File: src/rtl/arm_multicycle_mainfsm_if.sv
// Control bundle between the multicycle main FSM and the ARM datapath.
// The master side is the FSM: it reads the IR fields and drives every
// select, strobe and debug output.
interface arm_multicycle_mainfsm_if #(
  parameter int CNT_W = 16
);
  logic [1:0]       Op;
  logic [5:0]       Funct;
  logic             IRWrite;
  logic             NextPC;
  logic             Branch;
  logic             RegW;
  logic             MemW;
  logic             AdrSrc;
  logic             ALUSrcA;
  logic [1:0]       ALUSrcB;
  logic [1:0]       ResultSrc;
  logic             ALUOp;
  logic             Illegal;
  logic [3:0]       State;
  logic [CNT_W-1:0] InstrCount;

  modport master (
    input  Op, Funct,
    output IRWrite, NextPC, Branch, RegW, MemW, AdrSrc, ALUSrcA, ALUSrcB,
           ResultSrc, ALUOp, Illegal, State, InstrCount
  );

  modport slave (
    output Op, Funct,
    input  IRWrite, NextPC, Branch, RegW, MemW, AdrSrc, ALUSrcA, ALUSrcB,
           ResultSrc, ALUOp, Illegal, State, InstrCount
  );
endinterface

File: src/rtl/arm_multicycle_mainfsm.sv
// Main sequencing FSM for the multicycle ARM datapath. Moore machine: all
// controls come from registers loaded with the decode of the next state, so
// they always reflect the current state. Adds read wait states, an illegal
// opcode trap and a retired-instruction counter.
module arm_multicycle_mainfsm #(
  parameter int MEM_WAIT = 0,
  parameter int CNT_W    = 16
) (
  input  logic                    clk,
  input  logic                    reset,
  arm_multicycle_mainfsm_if.master bus
);

  typedef enum logic [3:0] {
    FETCH    = 4'd0,
    DECODE   = 4'd1,
    MEMADR   = 4'd2,
    MEMREAD  = 4'd3,
    MEMWB    = 4'd4,
    MEMWRITE = 4'd5,
    EXECUTER = 4'd6,
    EXECUTEI = 4'd7,
    ALUWB    = 4'd8,
    BRANCH   = 4'd9,
    UNKNOWN  = 4'd10
  } state_t;

  // Control word packing:
  // {IRWrite, NextPC, Branch, RegW, MemW, AdrSrc, ALUSrcA, ALUSrcB[1:0],
  //  ResultSrc[1:0], ALUOp, Illegal}
  localparam logic [12:0] CTL_FETCH = 13'b1_1_0_0_0_0_1_10_10_0_0;

  // Control word for each state; unlisted encodings drive everything low.
  function automatic logic [12:0] decodeCtl(input state_t st);
    logic [12:0] ctl;
    case (st)
      FETCH:    ctl = CTL_FETCH;
      DECODE:   ctl = 13'b0_0_0_0_0_0_1_10_10_0_0;
      MEMADR:   ctl = 13'b0_0_0_0_0_0_0_01_00_0_0;
      MEMREAD:  ctl = 13'b0_0_0_0_0_1_0_00_00_0_0;
      MEMWB:    ctl = 13'b0_0_0_1_0_0_0_00_01_0_0;
      MEMWRITE: ctl = 13'b0_0_0_0_1_1_0_00_00_0_0;
      EXECUTER: ctl = 13'b0_0_0_0_0_0_0_00_00_1_0;
      EXECUTEI: ctl = 13'b0_0_0_0_0_0_0_01_00_1_0;
      ALUWB:    ctl = 13'b0_0_0_1_0_0_0_00_00_0_0;
      BRANCH:   ctl = 13'b0_0_1_0_0_0_0_01_10_0_0;
      UNKNOWN:  ctl = 13'b0_0_0_0_0_0_0_00_00_0_1;
      default:  ctl = 13'b0_0_0_0_0_0_0_00_00_0_0;
    endcase
    return ctl;
  endfunction

  state_t           state_r;
  state_t           stateNext_s;
  logic [3:0]       waitCnt_r;
  logic [12:0]      ctl_r;
  logic [CNT_W-1:0] instrCount_r;
  logic             waitDone_s;
  logic             retire_s;
  logic             unusedFunct_s;

  // Only Funct[5] (I) and Funct[0] (L/S) steer the sequence.
  assign unusedFunct_s = ^bus.Funct[4:1];

  // Next-state decode, wait-state exit and retirement detection.
  always_comb begin
    waitDone_s  = (waitCnt_r == 4'(MEM_WAIT));
    retire_s    = 1'b0;
    stateNext_s = FETCH;
    case (state_r)
      FETCH:    stateNext_s = DECODE;
      DECODE: begin
        case (bus.Op)
          2'b00:   stateNext_s = bus.Funct[5] ? EXECUTEI : EXECUTER;
          2'b01:   stateNext_s = MEMADR;
          2'b10:   stateNext_s = BRANCH;
          default: stateNext_s = UNKNOWN;
        endcase
      end
      MEMADR:   stateNext_s = bus.Funct[0] ? MEMREAD : MEMWRITE;
      MEMREAD:  stateNext_s = waitDone_s ? MEMWB : MEMREAD;
      MEMWB: begin
        stateNext_s = FETCH;
        retire_s    = 1'b1;
      end
      MEMWRITE: begin
        stateNext_s = FETCH;
        retire_s    = 1'b1;
      end
      EXECUTER: stateNext_s = ALUWB;
      EXECUTEI: stateNext_s = ALUWB;
      ALUWB: begin
        stateNext_s = FETCH;
        retire_s    = 1'b1;
      end
      BRANCH: begin
        stateNext_s = FETCH;
        retire_s    = 1'b1;
      end
      UNKNOWN:  stateNext_s = UNKNOWN;
      default:  stateNext_s = FETCH;
    endcase
  end

  // State, registered controls, wait counter and retired-instruction counter.
  always_ff @(posedge clk or posedge reset) begin
    if (reset) begin
      state_r      <= FETCH;
      ctl_r        <= CTL_FETCH;
      waitCnt_r    <= 4'd0;
      instrCount_r <= '0;
    end else begin
      state_r <= stateNext_s;
      ctl_r   <= decodeCtl(stateNext_s);
      // Counter is zero whenever MEMREAD is not occupied, so every entry starts at 0.
      if ((state_r == MEMREAD) && !waitDone_s) begin
        waitCnt_r <= waitCnt_r + 4'd1;
      end else begin
        waitCnt_r <= 4'd0;
      end
      if (retire_s) begin
        instrCount_r <= instrCount_r + CNT_W'(1);
      end else begin
        instrCount_r <= instrCount_r;
      end
    end
  end

  // Write strobes are held off while reset is asserted; selects keep FETCH values.
  assign bus.IRWrite    = ctl_r[12] & ~reset;
  assign bus.NextPC     = ctl_r[11] & ~reset;
  assign bus.Branch     = ctl_r[10] & ~reset;
  assign bus.RegW       = ctl_r[9]  & ~reset;
  assign bus.MemW       = ctl_r[8]  & ~reset;
  assign bus.AdrSrc     = ctl_r[7];
  assign bus.ALUSrcA    = ctl_r[6];
  assign bus.ALUSrcB    = ctl_r[5:4];
  assign bus.ResultSrc  = ctl_r[3:2];
  assign bus.ALUOp      = ctl_r[1];
  assign bus.Illegal    = ctl_r[0];
  assign bus.State      = state_r;
  assign bus.InstrCount = instrCount_r;

endmodule

File: src/flat_wrapper.sv
// flat-port wrapper written by rule: the top's interface ports become plain ports
module arm_multicycle_mainfsm_flat 
#(
  parameter int MEM_WAIT = 0,
  parameter int CNT_W    = 16
)
  (clk, reset, bus_Op, bus_Funct, bus_IRWrite, bus_NextPC, bus_Branch, bus_RegW, bus_MemW, bus_AdrSrc, bus_ALUSrcA, bus_ALUSrcB, bus_ResultSrc, bus_ALUOp, bus_Illegal, bus_State, bus_InstrCount);
  arm_multicycle_mainfsm_if #(.CNT_W(CNT_W)) bus_i ();
  input  logic clk;
  input  logic reset;
  input wire logic [$bits(bus_i.Op)-1:0] bus_Op;
  input wire logic [$bits(bus_i.Funct)-1:0] bus_Funct;
  output wire logic [$bits(bus_i.IRWrite)-1:0] bus_IRWrite;
  output wire logic [$bits(bus_i.NextPC)-1:0] bus_NextPC;
  output wire logic [$bits(bus_i.Branch)-1:0] bus_Branch;
  output wire logic [$bits(bus_i.RegW)-1:0] bus_RegW;
  output wire logic [$bits(bus_i.MemW)-1:0] bus_MemW;
  output wire logic [$bits(bus_i.AdrSrc)-1:0] bus_AdrSrc;
  output wire logic [$bits(bus_i.ALUSrcA)-1:0] bus_ALUSrcA;
  output wire logic [$bits(bus_i.ALUSrcB)-1:0] bus_ALUSrcB;
  output wire logic [$bits(bus_i.ResultSrc)-1:0] bus_ResultSrc;
  output wire logic [$bits(bus_i.ALUOp)-1:0] bus_ALUOp;
  output wire logic [$bits(bus_i.Illegal)-1:0] bus_Illegal;
  output wire logic [$bits(bus_i.State)-1:0] bus_State;
  output wire logic [$bits(bus_i.InstrCount)-1:0] bus_InstrCount;
  assign bus_i.Op = bus_Op;
  assign bus_i.Funct = bus_Funct;
  assign bus_IRWrite = bus_i.IRWrite;
  assign bus_NextPC = bus_i.NextPC;
  assign bus_Branch = bus_i.Branch;
  assign bus_RegW = bus_i.RegW;
  assign bus_MemW = bus_i.MemW;
  assign bus_AdrSrc = bus_i.AdrSrc;
  assign bus_ALUSrcA = bus_i.ALUSrcA;
  assign bus_ALUSrcB = bus_i.ALUSrcB;
  assign bus_ResultSrc = bus_i.ResultSrc;
  assign bus_ALUOp = bus_i.ALUOp;
  assign bus_Illegal = bus_i.Illegal;
  assign bus_State = bus_i.State;
  assign bus_InstrCount = bus_i.InstrCount;
  arm_multicycle_mainfsm #(.MEM_WAIT(MEM_WAIT), .CNT_W(CNT_W)) u_core (.clk(clk), .reset(reset), .bus(bus_i));
endmodule
File: config.mk
export PLATFORM = sky130hd
export DESIGN_NAME = arm_multicycle_mainfsm_flat
export DESIGN_NICKNAME = d
export VERILOG_FILES = /design/src/rtl/arm_multicycle_mainfsm_if.sv /design/src/rtl/arm_multicycle_mainfsm.sv /design/src/flat_wrapper.sv
export SDC_FILE = /design/constraint.sdc
export NUM_CORES = 1
export LEC_CHECK = 0
export ABC_AREA = 1
export BUFFER_PORTS_ARGS = -buffer_cell sky130_fd_sc_hd__buf_2
export CAP_MARGIN = 20
export CORE_MARGIN = 1
export CORE_UTILIZATION = 50
export DETAILED_ROUTE_END_ITERATION = 10
export GPL_ROUTABILITY_DRIVEN = 0
export GPL_TIMING_DRIVEN = 0
export PLACE_DENSITY = 0.83
export SLEW_MARGIN = 30
export SYNTH_ARGS = -nofsm -noshare
export SYNTH_HDL_FRONTEND = slang
export SYNTH_SLANG_ARGS = --single-unit
export TNS_END_PERCENT = 30
File: constraint.sdc
create_clock -name clk -period 1.5 [get_ports clk]
set_input_delay 0.3 -clock clk [delete_from_list [all_inputs] [get_ports clk]]
set_output_delay 0.3 -clock clk [all_outputs]
set_load 0.05 [all_outputs]
[Word level (Yosys, flattened, before mapping)]
Memory sizes are Yosys's and may differ from the RTL's. A register that Yosys moved wholly into a read port is not among the register bits.
Index checks and enable logic that the tools add are counted.
Widths: inputs -> output; s select.
Word-level totals
  latch bits: 0
  memories kept: 1
  bits in writable memories: 0
  input bits: 10
  memory bits (read-only): 208
  bits in registers: 24
Operators by class
  shift operators: 0
  div/mod/pow operators: 0
  add/subtract/negate cells: 2
  bitwise operators: 6
  equality and inequality tests: 12
  muxes and demuxes: 7
  $lt $le $gt $ge: 0
  multipliers: 0
  reductions and logical operators: 7
Memory list
  (name not given): words 16, bits a word 13, rd ports 1, clocked after memory_dff 1, write ports 0, RTL line arm_multicycle_mainfsm.sv:36  | case (st)
Operators by type and width (count)
  $pmux 4 s6: 1
  $add 16x1->16 const B: 1
  $eq 4x3->1 const B: 4
  $eq 4x4->1 const B: 3
  $pmux 4 s3: 1
  $eq 4x2->1 const B: 2
  $logic_not 4->1: 2
  $mux 3: 2
  $and 1x1->1: 5
  $add 4x1->4 const B: 1
  $eq 4x1->1 const B: 1
  $mux 4: 1
  $reduce_or 4->1: 1
  $eq 2x1->1 const B: 1
  $eq 2x2->1 const B: 1
  $logic_not 2->1: 1
  $mux 1: 2
  $reduce_or 2->1: 1
  $logic_and 1x1->1: 1
  $logic_not 1->1: 1
  $not 1->1: 1

[Logic depth before layout (Yosys ltp)]
Gate-level depths: netlist of the first run.
  depth after elaboration: 4
  mapped depth: 10
  depth with buffers taken out: 10

[Worst setup path before layout of the first run]
No wires, ideal clock.
  kind: flip-flop to output port
  from: register u_core.ctl_r[11]
  to: output bus_NextPC
  path slack: -0.333 ns
  path buffers: 1
  required time: 1.200 ns
  cell stages (with the launch flop): 4
  arrival time: 1.533 ns
  cell sequence: dfstp_2 -> inv_1 -> nor2_1 -> buf_4
On the way
  cells in the longest elaborated chain, start to end: 1
Ends and longest elaborated chain
  from (decl): RTL line arm_multicycle_mainfsm.sv:56  | logic [12:0] ctl_r;
  $and 1x1->1: RTL line arm_multicycle_mainfsm.sv:131  | assign bus.NextPC = ctl_r[11] & ~reset;
  to (decl): RTL line flat_wrapper.sv:14  | output wire logic [$bits(bus_i.NextPC)-1:0] bus_NextPC;
Every way passes these cells.

[Worst setup path in the final report of the first run]
Same ends and word-level chain as after synthesis.

==> run_results.csv, run 1 <==
group,metric,value,unit
sta,worst_case_clock_skew,12.3,ps
synth,syn_area_per_cell,8.39,um2
setup_path,timing.critical_path.cells,"inv_2 > nor2_4 > buf_6 > buf_8",
sta,timing.final.crit_share,1.01,
die,initial_cell_density_of_the_core,0.538,
global_route,grt_pass1_vias,1374,
clock_network,tritoncts,"yes",
global_route,grt_pass1_wl,5.90,mm
cells_and_area,antenna_cells,0,
setup_path,worst_setup_path_start_kind,"flip-flop",
place,detailed_place_hpwl,2.48,mm
place,post-place-cells,303,
synth,netlist_instances,219,
clock_network,cts-buffers-inserted,5,
setup_path,startpoint,"u_core.ctl_r[11]",
cells_and_area,syn2layout_area_growth,18.9,%
clock_network,clock_path_buffers,2,
sta,timing.final.ws_setup,-20.9,ps
power,static_leakage,1.17,nW
sta,grt_setup_unrepaired,"yes",
status,run_status,"finished with violations",
synth,synth_fp_nets,232,
die,row_count,21,
sta,final.min_clock_period,1520,ps
setup_path,setup.worst_path.end_class,"output pin",
clock_network,cts_setup_buffers,0,
routing,drt-initial-drc-count,54,
setup_path,crit-reg2reg-launch,"u_core.waitCnt_r[0]",
sta,aggregate_negative_setup_slack,-20.9,ps
place,buffer_ports.inserted,38,
synth,synth.lib_cells_used.distinct,23,
die,core,3420,um2
setup_path,criticalPathCategory,"flip-flop to output pin",
setup_path,worst_path_largest_cell_delay,540,ps
global_route,grt_overflow,0,
cells_and_area,final_common_cell,"sky130_fd_sc_hd__nand2_1",
sta,slew-limit-headroom,0.540,
routing,drt-total-wl,3.27,mm
synth,synth_seq_cells,35,
routing,drt_pass1_iterations,4,
routing,final_antenna_net_count,0,
min_path,hp-class,"input port to asynchronous set/reset pin",
setup_path,timing.critical_path.fanout_max,2,
global_route,grt_start_max_net_pins,36,
sta,timing.final.hold_violations,0,
synth,synth.cell_area,1840,um2
cells_and_area,layout_cells_sized_above_1,0.351,
power,post-layout-total-power,0.00412,W
clock_network,clk_root_buffer_cell,"sky130_fd_sc_hd__clkbuf_4",
run,max_cap_violations,0,
routing,number_of_drc_violations_after_detailed_routing,0,
status,failing_checks,"negative setup slack",
die,floorplan.die.height,62.6,um
cells_and_area,final_net_count,277,
power,pwrdens,1890,nW/um2
sta,worst_slew_pin_slew,689,ps
routing,dr_total_vias,1453,
synth,yosys_warnings,0,
die,horizontal_extent_of_the_die,62.6,um
global_route,grt_antenna_before_repair,0,
global_route,gr-usage-all-layers,0.197,
synth,synth-seq-area-share,0.479,
routing,route.detailed.vias_per_inst,4.67,
power,ir_worst_vdd,1.24,mV
sta,final.hold.worst_slack,96.7,ps
setup_path,critPathArrivalTime,1220,ps
setup_path,worst_r2r_path_depth,9,
clock_network,h-tree-depth,2,
sta,report.final.slew_viol_count,0,
sta,clock.fmax,658,MHz
die,top_level_ports,43,
sta,setup_viol_count_final,1,
setup_path,worst_path_required,1200,ps
clock_network,clkSinkCount,35,
clock_network,clk_latency,350,ps
setup_path,worst_path_max_delay_cell,"sky130_fd_sc_hd__dfstp_2",
routing,routed_wire_per_std_cell,10.5,um
cells_and_area,stdcell_count,311,
die,fp.dieArea,3920,um2
clock_network,clk_pin_slew_worst_paths,110,ps
cells_and_area,final_cell_mix,"45 x sky130_fd_sc_hd__nand2_1, 34 x sky130_fd_sc_hd__buf_2, 29 x sky130_fd_sc_hd__inv_1",
==> kinds of logic (layout without fill, tap and decap cells) <==
| logic type | count (synthesis) | in the layout | synth area share |
|---|---|---|---|
| AND/OR/NAND/NOR | 121 | 121 | 0.329 |
| buffers and inverters | 42 | 88 | 0.0981 |
| AO/OA/AOI/OAI | 6 | 6 | 0.0163 |
| flip-flops | 35 | 35 | 0.479 |
| adder cells (fa/ha/maj) | 3 | 3 | 0.0204 |
| XOR/XNOR | 12 | 12 | 0.0572 |
==> metal layers <==
| layer | up-vias | global-route usage | share of wire |
|---|---|---|---|
| met5 | - | 0 | 0 |
| met2 | 35 | 0.296 | 0.42 |
| met3 | 8 | 0.0511 | 0.049 |
| li1 | 760 | - | - |
| met4 | 0 | 0.105 | 0.028 |
| met1 | 650 | 0.261 | 0.50 |
==> path summary, 6_finish.rpt <==
path	slack, ps	endpoint
worst max-delay path	-20	bus_NextPC
worst min-delay path	100	u_core.bus.InstrCount[2]
worst max register to register	120	u_core.ctl_r[0]
worst min register to register	490	u_core.waitCnt_r[0]
max in group asynchronous	910	u_core.bus.State[1]
min in group clk	290	u_core.ctl_r[8]
==> registers in the layout, indices dropped and copies added, names as in the netlist <==
name / flops
u_core.bus.InstrCount: 16
u_core.bus.State: 4
u_core.ctl_r: 11
u_core.waitCnt_r: 4
==> synth_stat cells <==
| cell type | n | area (um2) |
|---|---|---|
| sky130_fd_sc_hd__nand2_1 | 45 | 169 |
| sky130_fd_sc_hd__dfrtp_1 | 32 | 801 |
| sky130_fd_sc_hd__inv_1 | 31 | 116 |
| sky130_fd_sc_hd__nor2_1 | 27 | 101 |
| sky130_fd_sc_hd__nand3_1 | 15 | 75.1 |
| sky130_fd_sc_hd__nand2_2 | 9 | 56.3 |
| sky130_fd_sc_hd__nor2_2 | 6 | 37.5 |
| sky130_fd_sc_hd__xnor2_1 | 6 | 52.6 |
| sky130_fd_sc_hd__xor2_1 | 6 | 52.6 |
| sky130_fd_sc_hd__buf_4 | 5 | 37.5 |
| sky130_fd_sc_hd__nand4_1 | 5 | 31.3 |
| sky130_fd_sc_hd__inv_2 | 4 | 15.0 |
| sky130_fd_sc_hd__nor2_4 | 4 | 45.0 |
| sky130_fd_sc_hd__nor3_1 | 4 | 20.0 |
| sky130_fd_sc_hd__o21ai_0 | 4 | 20.0 |
| sky130_fd_sc_hd__dfstp_2 | 3 | 78.8 |
| sky130_fd_sc_hd__ha_1 | 3 | 37.5 |
| sky130_fd_sc_hd__nand3_2 | 3 | 30.0 |
| sky130_fd_sc_hd__nand2_4 | 2 | 22.5 |
| sky130_fd_sc_hd__o21ai_1 | 2 | 10.0 |
| sky130_fd_sc_hd__buf_2 | 1 | 5.00 |
| sky130_fd_sc_hd__inv_4 | 1 | 6.26 |
| sky130_fd_sc_hd__nor3_4 | 1 | 16.3 |
==> critical path: cells and delay by family (launching register included) <==
| family | cells | cell delay, ps |
|---|---|---|
| buffers and inverters | 3 | 270 |
| and+or+nand+nor | 1 | 80 |
| DFF | 1 | 540 |
==> timing repair <==
action	4_1_cts	5_1_grt
hold buffers	0	0
pin swaps	0	1
gates resized for setup	6	7
cloned	0	0
endpoints found under the setup margin	4	6
==> stage by stage <==
stage                     setup slack (ps)   util  area (um2)
after CTS                            -50.0  0.634        2170
after global placement                -162  0.614        2100
final                                -20.9  0.640        2180
after floorplan                      -33.1      -        1850
after global routing                 -82.3  0.640        2180
after detailed placement               138  0.614        2100
==> power by group <==
group	total [W]	switching, W	internal [W]
Sequential	0.00141	0.000202	0.00120
Clock	0.000493	0.000313	0.000181
Combinational	0.00223	0.00162	0.000601
Total	0.00412	0.00214	0.00199
==> layout make-up <==
type | instances | area [um2]
fill | 296 | 1230
sequential | 35 | 886
multi-input combinational | 142 | 790
timing repair buffer | 38 | 214
inverter | 36 | 138
tap | 46 | 57.6
buffer | 6 | 46.3
clock buffer | 6 | 41.3
clock inverter | 2 | 12.5
Note: power is estimated with default switching activity, not from simulation.
==> run 2: changes to the inputs <==
==> constraint.sdc (replaced) <==
create_clock -name clk -period 1.5 [get_ports clk]
set_input_delay 0.3 -clock clk [delete_from_list [all_inputs] [get_ports clk]]
set_output_delay 0.3 -clock clk [all_outputs]
set_load 0.1 [all_outputs]
==> run 2 against run 1 <==
Net effect:
- the flow still finishes with violations (negative setup slack)
- hold slack better by 45 ps
- flip-flop and latch count stayed put
- largest cell class unchanged
- fmax is 4.2% lower
- global-route usage is 1.5 points higher
- combinational power is 54% higher
- die area stayed put
==> run_results.csv, run 2 (synthesized netlist as in run 1, its figures left out) <==
group,metric,value,unit
setup_path,worst_r2r_path_depth,8,
place,placement.cell_area,2170,um2
routing,drt-initial-drc-count,57,
cells_and_area,syn2layout_area_growth,32.6,%
routing,routed_wire_per_std_cell,11.6,um
clock_network,clock_path_buffers,2,
global_route,grt_overflow,0,
cells_and_area,layout.cell_area.non_filler,2430,um2
setup_path,crit-reg2reg-launch,"u_core.bus.State[2]",
routing,number_of_drc_violations_after_detailed_routing,0,
routing,drt_pass1_iterations,5,
power,pwrdens,2280,nW/um2
setup_path,worst_r2r_endpoint,"u_core.bus.InstrCount[8]",
setup_path,worst_setup_path_start_kind,"flip-flop",
routing,final_antenna_net_count,0,
routing,route.detailed.vias_per_inst,4.76,
setup_path,worst_path_required,1200,ps
sta,grt_setup_unrepaired,"yes",
setup_path,startpoint,"u_core.ctl_r[11]",
clock_network,h-tree-depth,2,
sta,report.final.slew_viol_count,0,
clock_network,clk_latency,350,ps
status,failing_checks,"negative setup slack",
die,fp.dieArea,3920,um2
run,max_cap_violations,0,
sta,timing.final.hold_violations,0,
setup_path,timing.critical_path.fanout_max,2,
cells_and_area,multiInputGateArea,841,um2
global_route,gr-usage-all-layers,0.212,
cells_and_area,stdcell_count,315,
sta,worst_case_clock_skew,10.2,ps
die,top_level_ports,43,
cells_and_area,final_net_count,281,
global_route,grt_pass1_vias,1511,
power,ir_worst_vdd,1.70,mV
clock_network,cts-hold-fix-buffers,0,
sta,setup_viol_count_final,2,
cells_and_area,final_cell_mix,"42 x sky130_fd_sc_hd__nand2_1, 29 x sky130_fd_sc_hd__inv_1, 26 x sky130_fd_sc_hd__buf_4",
cells_and_area,final_common_cell,"sky130_fd_sc_hd__nand2_1",
min_path,hp-class,"input port to asynchronous set/reset pin",
global_route,grt_start_max_net_pins,36,
die,core,3420,um2
cells_and_area,flip_flop_count_of_the_largest_register_after_layout,16,
cells_and_area,regArea,930,um2
sta,timing.final.crit_share,1.06,
global_route,grt_antenna_before_repair,0,
cells_and_area,fillerInstances,277,
die,horizontal_extent_of_the_die,62.6,um
sta,timing.final.ws_setup,-87.6,ps
cells_and_area,antenna_cells,0,
routing,dr_total_vias,1499,
setup_path,regToRegSetupSlack,50,ps
clock_network,clk_root_buffer_cell,"sky130_fd_sc_hd__clkbuf_4",
place,detailed_place_hpwl,2.68,mm
place,buffer_ports.inserted,38,
die,floorplan.die.height,62.6,um
die,row_count,21,
clock_network,cts-buffers-inserted,5,
cells_and_area,layout_cells_sized_above_1,0.450,
routing,drt-total-wl,3.66,mm
sta,worst_slew_pin_slew,710,ps
clock_network,tritoncts,"yes",
clock_network,clk_pin_slew_worst_paths,110,ps
global_route,grt_pass1_wl,6.47,mm
setup_path,criticalPathCategory,"flip-flop to output pin",
power,static_leakage,1.20,nW
sta,clock.fmax,630,MHz
setup_path,setup.worst_path.end_class,"output pin",
die,initial_cell_density_of_the_core,0.538,
place,dp_slack,36.5,ps
place,post-place-cells,303,
sta,slew-limit-headroom,0.526,
clock_network,clkSinkCount,35,
status,run_status,"finished with violations",
setup_path,critPathArrivalTime,1290,ps
sta,final.min_clock_period,1590,ps
## run 2: through the flow
step | setup TNS (ps) | hold slack, ps | total power [W] | util
after CTS | -198 | 151 | 0.00531 | 0.684
after detailed placement | 0 | 486 | 0.00451 | 0.637
after global placement | -5310 | 477 | 0.00447 | 0.637
after global routing | -358 | 195 | 0.00583 | 0.713
final | -140 | 141 | 0.00554 | 0.713
after floorplan | -3120 | 451 | 0.00407 | -
## run 2: routing by layer
metal,share of wire,track usage,routed length [um]
met5,0,0,0
met4,0.018,0.0930,65
met3,0.046,0.0584,168
met2,0.47,0.332,1730
met1,0.46,0.274,1700
## run 2: power breakdown
part	switching [W]	leakage, nW	internal [W]
Combinational	0.00254	0.731	0.000891
Sequential	0.000253	0.435	0.00126
Clock	0.000319	0.0375	0.000274
## run 2: layout make-up
type | instances | area share
sequential | 35 | 0.382
multi-input combinational | 142 | 0.345
timing repair buffer | 42 | 0.140
inverter | 36 | 0.0586
clock buffer | 7 | 0.0267
tap | 46 | 0.0236
buffer | 6 | 0.0206
clock inverter | 1 | 0.00308
## run 2: worst max-delay path, stage by stage (launching register included)
cell                      delay (ps)
sky130_fd_sc_hd__dfstp_2         540
sky130_fd_sc_hd__inv_2            40
sky130_fd_sc_hd__nor2_4          100
sky130_fd_sc_hd__buf_6           110
sky130_fd_sc_hd__buf_12          160
## run 2: how the worst max path moves through the flow
stage	slack [ps]	endpoint	cells past startpoint
after detailed placement	40	u_core.ctl_r[0]	9
final	-90	bus_NextPC	4
after floorplan	-350	u_core.ctl_r[4]	7
after global routing	-130	bus_NextPC	4
after global placement	-260	u_core.bus.InstrCount[1]	2
after CTS	-100	bus_IRWrite	3
## run 2: what timing repair did
item	4_1_cts	5_1_grt
resized for setup	31	22
pin swaps	0	6
endpoints found under the setup margin	24	18
setup buffers	0	4
hold endpoints to repair	0	0
